`src/rtl/camera_pkg.sv`:
```
// Shared definitions for the camera front end: FSM/phase encodings, coordinate widths.
// Latency: n/a (types and constants only).
// Backpressure: n/a.
package camera_pkg;

    localparam int COL_W = 10;
    localparam int ROW_W = 9;
    localparam int CNT_W = 19;

    // Main FSM state encoding
    typedef logic [1:0] fsm_state_t;
    localparam fsm_state_t WAIT_VS = 2'd0;
    localparam fsm_state_t FRAME   = 2'd1;
    localparam fsm_state_t PUBLISH = 2'd2;

    // Byte phase within a 4:2:2 group, in camera order
    typedef logic [1:0] phase_t;
    localparam phase_t PH_CB = 2'd0;
    localparam phase_t PH_Y0 = 2'd1;
    localparam phase_t PH_CR = 2'd2;
    localparam phase_t PH_Y1 = 2'd3;

    // Green-pixel counter increment that sticks at all-ones
    function automatic logic [CNT_W-1:0] sat_inc(input logic [CNT_W-1:0] c);
        return (&c) ? c : c + 1'b1;
    endfunction

endpackage

```
`src/rtl/yuv422_phase_decoder.sv`:
```
// Decodes Cb/Y0/Cr/Y1 byte groups under HREF into pixel strobes with a column count.
// Latency: e_pix and Y/Cb/Cr one cycle after the byte completing the pixel.
// Backpressure: none; the camera cannot be stalled, out-of-window pixels are dropped.
module yuv422_phase_decoder
    import camera_pkg::*;
#(
    parameter int H_ACTIVE = 640
) (
    input  logic             clk,
    input  logic             rst_n,
    input  logic             run,
    input  logic             row_ok,
    input  logic             href,
    input  logic [7:0]       d,
    output logic [7:0]       y,
    output logic [7:0]       cb,
    output logic [7:0]       cr,
    output logic             e_pix,
    output logic [COL_W-1:0] pix_col,
    output logic             line_end
);

    localparam logic [COL_W-1:0] H_LIM = COL_W'(H_ACTIVE);

    logic             href_q;
    phase_t           phase;
    phase_t           cur_ph;
    logic [7:0]       cb_h;
    logic [7:0]       y0_h;
    logic [7:0]       cr_h;
    logic [COL_W-1:0] col;
    logic             line_pix;
    logic             href_rise;
    logic             href_fall;
    logic             pix_ok;

    assign href_rise = href & ~href_q;
    assign href_fall = ~href & href_q;
    // The first byte of every line is a Cb regardless of where the last line stopped
    assign cur_ph    = href_rise ? PH_CB : phase;
    assign pix_ok    = run & row_ok & (col < H_LIM);
    // Only lines that actually issued a pixel advance the row
    assign line_end  = href_fall & line_pix;

    // Byte capture, phase tracking, pixel issue and column counting
    always_ff @(posedge clk or negedge rst_n) begin
        if (!rst_n) begin
            href_q   <= 1'b0;
            phase    <= PH_CB;
            cb_h     <= '0;
            y0_h     <= '0;
            cr_h     <= '0;
            col      <= '0;
            line_pix <= 1'b0;
            y        <= '0;
            cb       <= '0;
            cr       <= '0;
            e_pix    <= 1'b0;
            pix_col  <= '0;
        end else begin
            href_q <= href;
            e_pix  <= 1'b0;
            if (href_rise) begin
                col      <= '0;
                line_pix <= 1'b0;
            end
            if (href) begin
                phase <= cur_ph + 2'd1;
                case (cur_ph)
                    PH_CB: cb_h <= d;
                    PH_Y0: y0_h <= d;
                    PH_CR: begin
                        cr_h <= d;
                        if (pix_ok) begin
                            y        <= y0_h;
                            cb       <= cb_h;
                            cr       <= d;
                            e_pix    <= 1'b1;
                            pix_col  <= col;
                            col      <= col + 1'b1;
                            line_pix <= 1'b1;
                        end
                    end
                    default: begin
                        if (pix_ok) begin
                            y        <= d;
                            cb       <= cb_h;
                            cr       <= cr_h;
                            e_pix    <= 1'b1;
                            pix_col  <= col;
                            col      <= col + 1'b1;
                            line_pix <= 1'b1;
                        end
                    end
                endcase
            end else begin
                // A group cut short by HREF falling is simply abandoned here
                phase <= PH_CB;
            end
        end
    end

endmodule

```
`src/rtl/verde_frame_scheduler.sv`:
```
// Frame sequencer: feeds the green detector and publishes per-frame bbox/count results.
// Latency: e_pix 1 cycle after byte, verde 1 later, result 1 cycle after PUBLISH entry.
// Backpressure: res_valid/res_ack; an unacked result is overwritten and overrun is set.
module verde_frame_scheduler
    import camera_pkg::*;
#(
    parameter int H_ACTIVE  = 640,
    parameter int V_ACTIVE  = 480,
    parameter int MIN_COUNT = 64
) (
    input  logic             PCLK,
    input  logic             rst_n,
    input  logic             VSYNC,
    input  logic             HREF,
    input  logic [7:0]       D,
    output logic [7:0]       Y,
    output logic [7:0]       Cb,
    output logic [7:0]       Cr,
    output logic             e_pix,
    input  logic             verde,
    output logic             res_valid,
    input  logic             res_ack,
    output logic             found,
    output logic [COL_W-1:0] x_min,
    output logic [COL_W-1:0] x_max,
    output logic [ROW_W-1:0] y_min,
    output logic [ROW_W-1:0] y_max,
    output logic [CNT_W-1:0] count,
    output logic             overrun
);

    localparam logic [ROW_W-1:0] V_LIM   = ROW_W'(V_ACTIVE);
    localparam logic [CNT_W-1:0] MIN_LIM = CNT_W'(MIN_COUNT);

    fsm_state_t       state;
    logic             vs_q;
    logic             vs_rise;
    logic [ROW_W-1:0] row;
    logic [COL_W-1:0] pix_col;
    logic             line_end;

    logic             v_vld;
    logic [COL_W-1:0] v_col;
    logic [ROW_W-1:0] v_row;

    logic [CNT_W-1:0] acc_cnt,  n_cnt;
    logic [COL_W-1:0] acc_xmin, n_xmin;
    logic [COL_W-1:0] acc_xmax, n_xmax;
    logic [ROW_W-1:0] acc_ymin, n_ymin;
    logic [ROW_W-1:0] acc_ymax, n_ymax;

    assign vs_rise = VSYNC & ~vs_q;

    yuv422_phase_decoder #(
        .H_ACTIVE (H_ACTIVE)
    ) u_dec (
        .clk      (PCLK),
        .rst_n    (rst_n),
        .run      (state != WAIT_VS),
        .row_ok   (row < V_LIM),
        .href     (HREF),
        .d        (D),
        .y        (Y),
        .cb       (Cb),
        .cr       (Cr),
        .e_pix    (e_pix),
        .pix_col  (pix_col),
        .line_end (line_end)
    );

    // Frame sequencing on registered VSYNC edges
    always_ff @(posedge PCLK or negedge rst_n) begin
        if (!rst_n) begin
            vs_q  <= 1'b0;
            state <= WAIT_VS;
        end else begin
            vs_q <= VSYNC;
            case (state)
                WAIT_VS: if (vs_rise) state <= FRAME;
                FRAME:   if (vs_rise) state <= PUBLISH;
                PUBLISH: state <= FRAME;
                default: state <= WAIT_VS;
            endcase
        end
    end

    // Row count: held at zero outside a frame, advances on each line that produced pixels
    always_ff @(posedge PCLK or negedge rst_n) begin
        if (!rst_n) begin
            row <= '0;
        end else if (state != FRAME) begin
            row <= '0;
        end else if (line_end) begin
            row <= row + 1'b1;
        end
    end

    // Delay coordinates one cycle so they line up with the detector's verde
    always_ff @(posedge PCLK or negedge rst_n) begin
        if (!rst_n) begin
            v_vld <= 1'b0;
            v_col <= '0;
            v_row <= '0;
        end else begin
            v_vld <= e_pix;
            v_col <= pix_col;
            v_row <= row;
        end
    end

    // Accumulator next value including any green pixel arriving this cycle
    always_comb begin
        n_cnt  = acc_cnt;
        n_xmin = acc_xmin;
        n_xmax = acc_xmax;
        n_ymin = acc_ymin;
        n_ymax = acc_ymax;
        if (v_vld && verde) begin
            n_cnt = sat_inc(acc_cnt);
            if (v_col < acc_xmin) n_xmin = v_col;
            if (v_col > acc_xmax) n_xmax = v_col;
            if (v_row < acc_ymin) n_ymin = v_row;
            if (v_row > acc_ymax) n_ymax = v_row;
        end
    end

    // Accumulators: cleared when publishing and while waiting for the first frame
    always_ff @(posedge PCLK or negedge rst_n) begin
        if (!rst_n) begin
            acc_cnt  <= '0;
            acc_xmin <= '1;
            acc_xmax <= '0;
            acc_ymin <= '1;
            acc_ymax <= '0;
        end else if (state == PUBLISH || state == WAIT_VS) begin
            acc_cnt  <= '0;
            acc_xmin <= '1;
            acc_xmax <= '0;
            acc_ymin <= '1;
            acc_ymax <= '0;
        end else begin
            acc_cnt  <= n_cnt;
            acc_xmin <= n_xmin;
            acc_xmax <= n_xmax;
            acc_ymin <= n_ymin;
            acc_ymax <= n_ymax;
        end
    end

    // Result registers and valid/ack handshake; PUBLISH uses the drained accumulator value
    always_ff @(posedge PCLK or negedge rst_n) begin
        if (!rst_n) begin
            res_valid <= 1'b0;
            found     <= 1'b0;
            x_min     <= '1;
            x_max     <= '0;
            y_min     <= '1;
            y_max     <= '0;
            count     <= '0;
            overrun   <= 1'b0;
        end else if (state == PUBLISH) begin
            res_valid <= 1'b1;
            found     <= (n_cnt >= MIN_LIM);
            x_min     <= n_xmin;
            x_max     <= n_xmax;
            y_min     <= n_ymin;
            y_max     <= n_ymax;
            count     <= n_cnt;
            if (res_valid && !res_ack) overrun <= 1'b1;
        end else if (res_ack) begin
            res_valid <= 1'b0;
        end
    end

endmodule
```
`config.mk`:
```
export PLATFORM = sky130hd
export DESIGN_NAME = verde_frame_scheduler
export DESIGN_NICKNAME = d
export VERILOG_FILES = /design/src/rtl/camera_pkg.sv /design/src/rtl/yuv422_phase_decoder.sv /design/src/rtl/verde_frame_scheduler.sv
export SDC_FILE = /design/constraint.sdc
export NUM_CORES = 1
export LEC_CHECK = 0
export ABC_AREA = 1
export ABC_CLOCK_PERIOD_IN_PS = 2900
export CORE_ASPECT_RATIO = 0.5
export CORE_MARGIN = 4
export CORE_UTILIZATION = 55
export CTS_CLUSTER_DIAMETER = 30
export DETAILED_ROUTE_END_ITERATION = 6
export PLACE_DENSITY_LB_ADDON = 0.08
export SLEW_MARGIN = 30
export SYNTH_ARGS = -nofsm -noshare
export SYNTH_HDL_FRONTEND = slang
export SYNTH_HIERARCHICAL = 1
export SYNTH_SLANG_ARGS = --single-unit
export TNS_END_PERCENT = 20
```
`constraint.sdc`:
```
create_clock -name PCLK -period 2.9 [get_ports PCLK]
set_input_delay 0.58 -clock PCLK [delete_from_list [all_inputs] [get_ports PCLK]]
set_output_delay 0.58 -clock PCLK [all_outputs]
set_load 0.005 [all_outputs]
```
==> results.cfg, run 1 <==
[floorplan]
rows = 35
dieHeight_um = 106
die_w_um = 203
die-area_um2 = 21500
ios = 99
initial_core_util = 0.564
coreArea_um2 = 18600

[final_layout]
finalInstanceArea_um2 = 12800
fin_nets = 1423
layout-drive-gt1-share = 0.101
syn2layout_area_growth_pct = 21.8
n_antenna_cell = 0

[place]
post_dp_cell_area_um2 = 11700
port_buffers = 98
hpwlAfterDp_um = 16800
place_congestion = 0.904

[routing]
drc_errors = 0
first_pass_iters = 5
drt-initial-drc-count = 465
wl_um = 24200
via_count = 8557
wl_per_cell_um = 14.7
vias_per_cell = 5.19
drtAntennaViolNets = 0

[global_routing]
antenna_found_initial = 1
grt_overflow = 0
grt_pass1_vias = 8430
grt_use_total = 0.235
grt_max_degree = 67
grt_first_pass_wirelength_um = 41800

[timing]
worst_pin_slew_ns = 0.613
finalSetupViolations = 0
timing.hold.ws_ns = 0.373
fmax_mhz = 418
rsz0062_at_grt = no
fin_skew_ns = 0.0254
slew_violations = 0
fin_crit_sh = 0.826
timing_hold_violations_final = 0
fin_tns_setup_ns = 0
relSlewSlack = 0.590
period_minus_slack_ns = 2.40

[worst_setup_path]
crit_type = register to register
rr_endpoint = x_min[1]
r2r_setup_slack_ns = 0.50
arrival_ns = 2.87
rr_worst_depth = 10
crit_path_end_kind = register
startpoint_type = register
crit_fanout = 20
reg2reg_from = acc_xmin[1]
startpoint = acc_xmin[1]
required_ns = 3.37

[hold_path]
min_path_cells = 0
hold_class = register to register
min_from = u_dec/pix_col[7]
min_to = v_col[7]

[clocking]
numCtsBuffers = 29
cts_buffer_depth = 3
cts-resized-gates = 0
cts.sinks = 222
clkTransAtPathRegs_ns = 0.06
htreeDepth = 1
postCtsHoldBufs = 1
cts_setup_buffers = 0
cts-root-buf = clkbuf_16
cts_tree = done
worstSkewPairLatency_ns = 0.55

[yosys]
yosysWarnings = 6
yosysSeqAreaShare = 0.535
synth.distinct_cells = 37
syn_nets = 1320
syn_area_um2 = 10500
ys_ff_latch = 222
synth_cells = 1264
synth.avg_cell_area_um2 = 8.29

[job]
cap_viol_max_count = 0

[power]
ir_drop_v = 0.000720
p_total_mw = 10.2
powerDensity_nw_per_um2 = 796
p_leak_nw = 6.40

[run_status]
outcome = completed
-- cell type report --
type                       instances  area [um^2]
fill                            1533         5800
sequential                       222         5600
multi-input combinational        865         4150
timing repair buffer             115         1150
clock buffer                      31          753
inverter                         134          503
tap                              259          324
clock inverter                    23          277
-- critical path, stage by stage (launching register included) --
cell,delay (ns)
dfstp_2,0.54
inv_1,0.05
ha_1,0.28
a21boi_0,0.14
o211ai_1,0.17
nand3_1,0.47
o21ai_0,0.33
nand2_1,0.10
nand2_1,0.11
nand2_1,0.07
nand2_1,0.08
-- how the worst max path moves through the flow --
| stage | endpoint | slack [ns] | cells after the start |
|---|---|---|---|
| after floorplan | u_dec/cr_h[0] | 0.91 | 10 |
| final | x_min[1] | 0.50 | 10 |
| after global placement | x_max[4] | 0.32 | 9 |
| after detailed placement | x_max[3] | 0.24 | 9 |
| after global routing | x_min[1] | 0.20 | 11 |
| after CTS | x_max[6] | 0.51 | 9 |
-- cells in the final DEF, fill, tap and decap left out, types with 8 or more instances in the layout --
| master | count |
|---|---|
| a21oi_1 | 25 |
| a31oi_1 | 11 |
| buf_4 | 13 |
| clkbuf_16 | 29 |
| clkdlybuf4s50_1 | 97 |
| dfrtp_1 | 184 |
| dfstp_2 | 38 |
| ha_1 | 42 |
| inv_1 | 126 |
| inv_6 | 9 |
| nand2_1 | 430 |
| nand2_2 | 8 |
| nand3_1 | 73 |
| nor2_1 | 96 |
| nor3_1 | 9 |
| o21ai_0 | 126 |
-- registers in the layout, indices dropped and copies added (netlist names), 8 cells and up --
| name | count |
|---|---|
| acc_cnt | 19 |
| acc_xmax | 10 |
| acc_xmin | 10 |
| acc_ymax | 9 |
| acc_ymin | 9 |
| count | 19 |
| row | 9 |
| u_dec/cb | 8 |
| u_dec/cb_h | 8 |
| u_dec/col | 10 |
| u_dec/cr | 8 |
| u_dec/cr_h | 8 |
| u_dec/pix_col | 10 |
| u_dec/y | 8 |
| u_dec/y0_h | 8 |
| v_col | 10 |
| v_row | 9 |
| x_max | 10 |
| x_min | 10 |
| y_max | 9 |
| y_min | 9 |
-- per-layer routing --
layer | wire length [um] | vias to the layer above | GRT usage | share of wire
met3 | 1460 | 45 | 0.0489 | 0.060
met4 | 423 | 2 | 0.0486 | 0.017
met2 | 10400 | 226 | 0.358 | 0.43
li1 | - | 4234 | - | -
met5 | 7 | - | 0 | 0.00029
met1 | 11900 | 4050 | 0.351 | 0.49
-- synthesized netlist by cell type, drive strengths merged --
master   count  share of area
and3         3         0.0018
xor2         6         0.0050
o31a         1        0.00084
a31oi       11         0.0066
clkbuf      27         0.0097
o21bai       1        0.00072
dfstp       38          0.095
ha          42          0.050
o2111ai      1        0.00084
nand3b       2         0.0026
o21ai      128          0.061
nand2      438           0.16
nor2       109          0.045
a21oi       25          0.012
nor3         9         0.0043
o31ai        1        0.00072
nand3       76          0.038
clkinv       4         0.0014
a21boi       1        0.00072
dfrtp      184           0.44
o21a         1        0.00072
xnor2        1        0.00084
buf         16          0.011
o211ai       2         0.0014
inv        130          0.047
nand4        7         0.0042
-- kinds of logic (layout without fill, tap and decap cells) --
logic type | Yosys count | after routing | share of synthesized area
and+or+nand+nor | 644 | 644 | 0.254
DFF | 222 | 222 | 0.535
buffers and inverters | 177 | 303 | 0.0691
AOI/OAI and AO/OA | 172 | 172 | 0.0860
adders and majority gates | 42 | 42 | 0.0501
xor gates and xnor gates | 7 | 7 | 0.00585
-- metrics by stage --
stage,std cells,setup slack [ns],util
finish,1649,0.505,0.688
global route,1649,0.197,0.688
global placement,1594,0.315,0.632
floorplan,1264,0.910,-
detailed placement,1594,0.237,0.632
CTS,1649,0.511,0.688
-- power breakdown --
group	leakage, nW	switching, mW	internal [mW]
clock	0.500	1.50	2.23
sequential	2.87	0.401	3.79
combinational	3.03	1.05	1.18
total	6.40	2.95	7.21
No activity file was read; power rests on OpenSTA's default activity.
==> inputs of run 2 (changes only) <==
- ABC_CLOCK_PERIOD_IN_PS: 2900 -> 2430
- clock period: 2.9 -> 2.43 ns (I/O delays scaled with it)
==> results.cfg, run 2 (same netlist as run 1, synthesis figures left out) <==
[timing]
fin_tns_setup_ns = 0
fin_skew_ns = 0.0159
relSlewSlack = 0.648
period_minus_slack_ns = 2.14
fmax_mhz = 466
finalSetupViolations = 0
setup_slack_ns = 0.286
fin_crit_sh = 0.882
worst_pin_slew_ns = 0.529
slew_violations = 0
rsz0062_at_grt = no
timing_hold_violations_final = 0

[routing]
drc_errors = 0
via_count = 8644
vias_per_cell = 5.19
drt-initial-drc-count = 468
wl_per_cell_um = 14.9
first_pass_iters = 5
drtAntennaViolNets = 0
wl_um = 24900

[clocking]
cts.sinks = 222
cts_tree = done
cts_buffer_depth = 3
cts_setup_buffers = 0
htreeDepth = 1
cts-root-buf = clkbuf_16
clkTransAtPathRegs_ns = 0.06
numCtsBuffers = 31
worstSkewPairLatency_ns = 0.55

[worst_setup_path]
worstPathCellList = ha_1 -> nand2_1 -> nor2_1 -> o211ai_1 -> o2111ai_1 -> nand2_1 -> buf_12 -> o21ai_0 -> o21ai_0
slowest_stage = dfrtp_1
arrival_ns = 2.57
crit_fanout = 16
crit_path_end_kind = register
critPathMaxStageDelay_ns = 0.45
required_ns = 2.85
crit_type = register to register
startpoint_type = register

[final_layout]
final_cell_mix = nand2_1 (430), dfrtp_1 (184), inv_1 (126), o21ai_0 (126), clkdlybuf4s50_1 (97)
final_common_cell = nand2_1
layout-drive-gt1-share = 0.108
n_antenna_cell = 0
syn2layout_area_growth_pct = 23.3
reg_top3 = acc_cnt (19), count (19)
fin_nets = 1437

[global_routing]
grt_overflow = 0
grt_first_pass_wirelength_um = 42600
antenna_found_initial = 0
grt_use_total = 0.240
grt_pass1_vias = 8592
grt_max_degree = 71

[place]
pre_cts_slack_ns = 0.0446
hpwlAfterDp_um = 17200
place_congestion = 0.912
port_buffers = 98

[floorplan]
rows = 35
dieHeight_um = 106
ios = 99
initial_core_util = 0.564
coreArea_um2 = 18600
die_w_um = 203
die-area_um2 = 21500

[power]
powerDensity_nw_per_um2 = 943
p_leak_nw = 6.48
ir_drop_v = 0.000749

[job]
cap_viol_max_count = 0

[run_status]
outcome = completed

[hold_path]
hold_class = register to register
run 2: cell count changes in the layout (fill, tap and decap cells not counted), moves of 2 or more:
| cell | change |
|---|---|
| clkbuf_1 | +4 |
| inv_6 | -2 |
| clkinv_2 | +2 |
| buf_12 | +4 |
| clkbuf_16 | +2 |
| inv_8 | -3 |
| buf_4 | +8 |
run 2: path summary, 6_finish.rpt:
kind                                  start        end  slack, ns  cells past startpoint
hold reg to reg            u_dec/pix_col[1]   v_col[1]       0.38                      0
setup / recovery                   v_col[3]   x_max[3]       0.29                      9
max in group asynchronous             rst_n   x_min[9]       1.25                      3
min in group asynchronous             rst_n  count[12]       0.47                      2
hold / removal             u_dec/pix_col[1]   v_col[1]       0.38                      0
setup reg to reg                   v_col[3]   x_max[3]       0.29                      9
run 2: final cells by class:
cell class              count  area, um^2
flip-flops and latches    222        5600
multi-input cells         865        4150
well taps                 259         324
repair buffers            127        1290
inverters                 134         503
clock buffers              37         818
clock inverters            21         221
fillers                  1525        5650
run 2: critical path, delay by kind of cell, from the launching register on:
kind            cells  cell delay [ns]
compound gates      4             0.63
flops               1             0.45
simple gates        3             0.39
fa+ha+maj           1             0.34
buf+inv             1             0.19
run 2: timing repair:
action,4_1_cts,5_1_grt
hold buffers,1,0
endpoints found under the hold margin,45,0
gates resized for setup,0,0
run 2: metal layers:
metal,track usage,up-vias,wire [um]
li1,-,4252,-
met1,0.349,4119,11700
met2,0.377,243,11100
met3,0.0523,30,1580
met4,0.0481,0,399
met5,0,-,0
run 2: report_power, final:
part           internal, mW  switching (mW)
combinational          1.43            1.26
clock                  2.68            1.79
sequential             4.53           0.497
run 2: per-stage QoR:
step	util	instance area, um^2	cells	hold WS [ns]	power (mW)
after floorplan	-	10500	1264	0.190	6.04
after global placement	0.639	11900	1606	0.361	7.67
after detailed placement	0.639	11900	1606	0.363	7.77
after CTS	0.696	12900	1665	0.379	12.3
after global routing	0.696	12900	1665	0.389	12.9
final	0.696	12900	1665	0.378	12.2
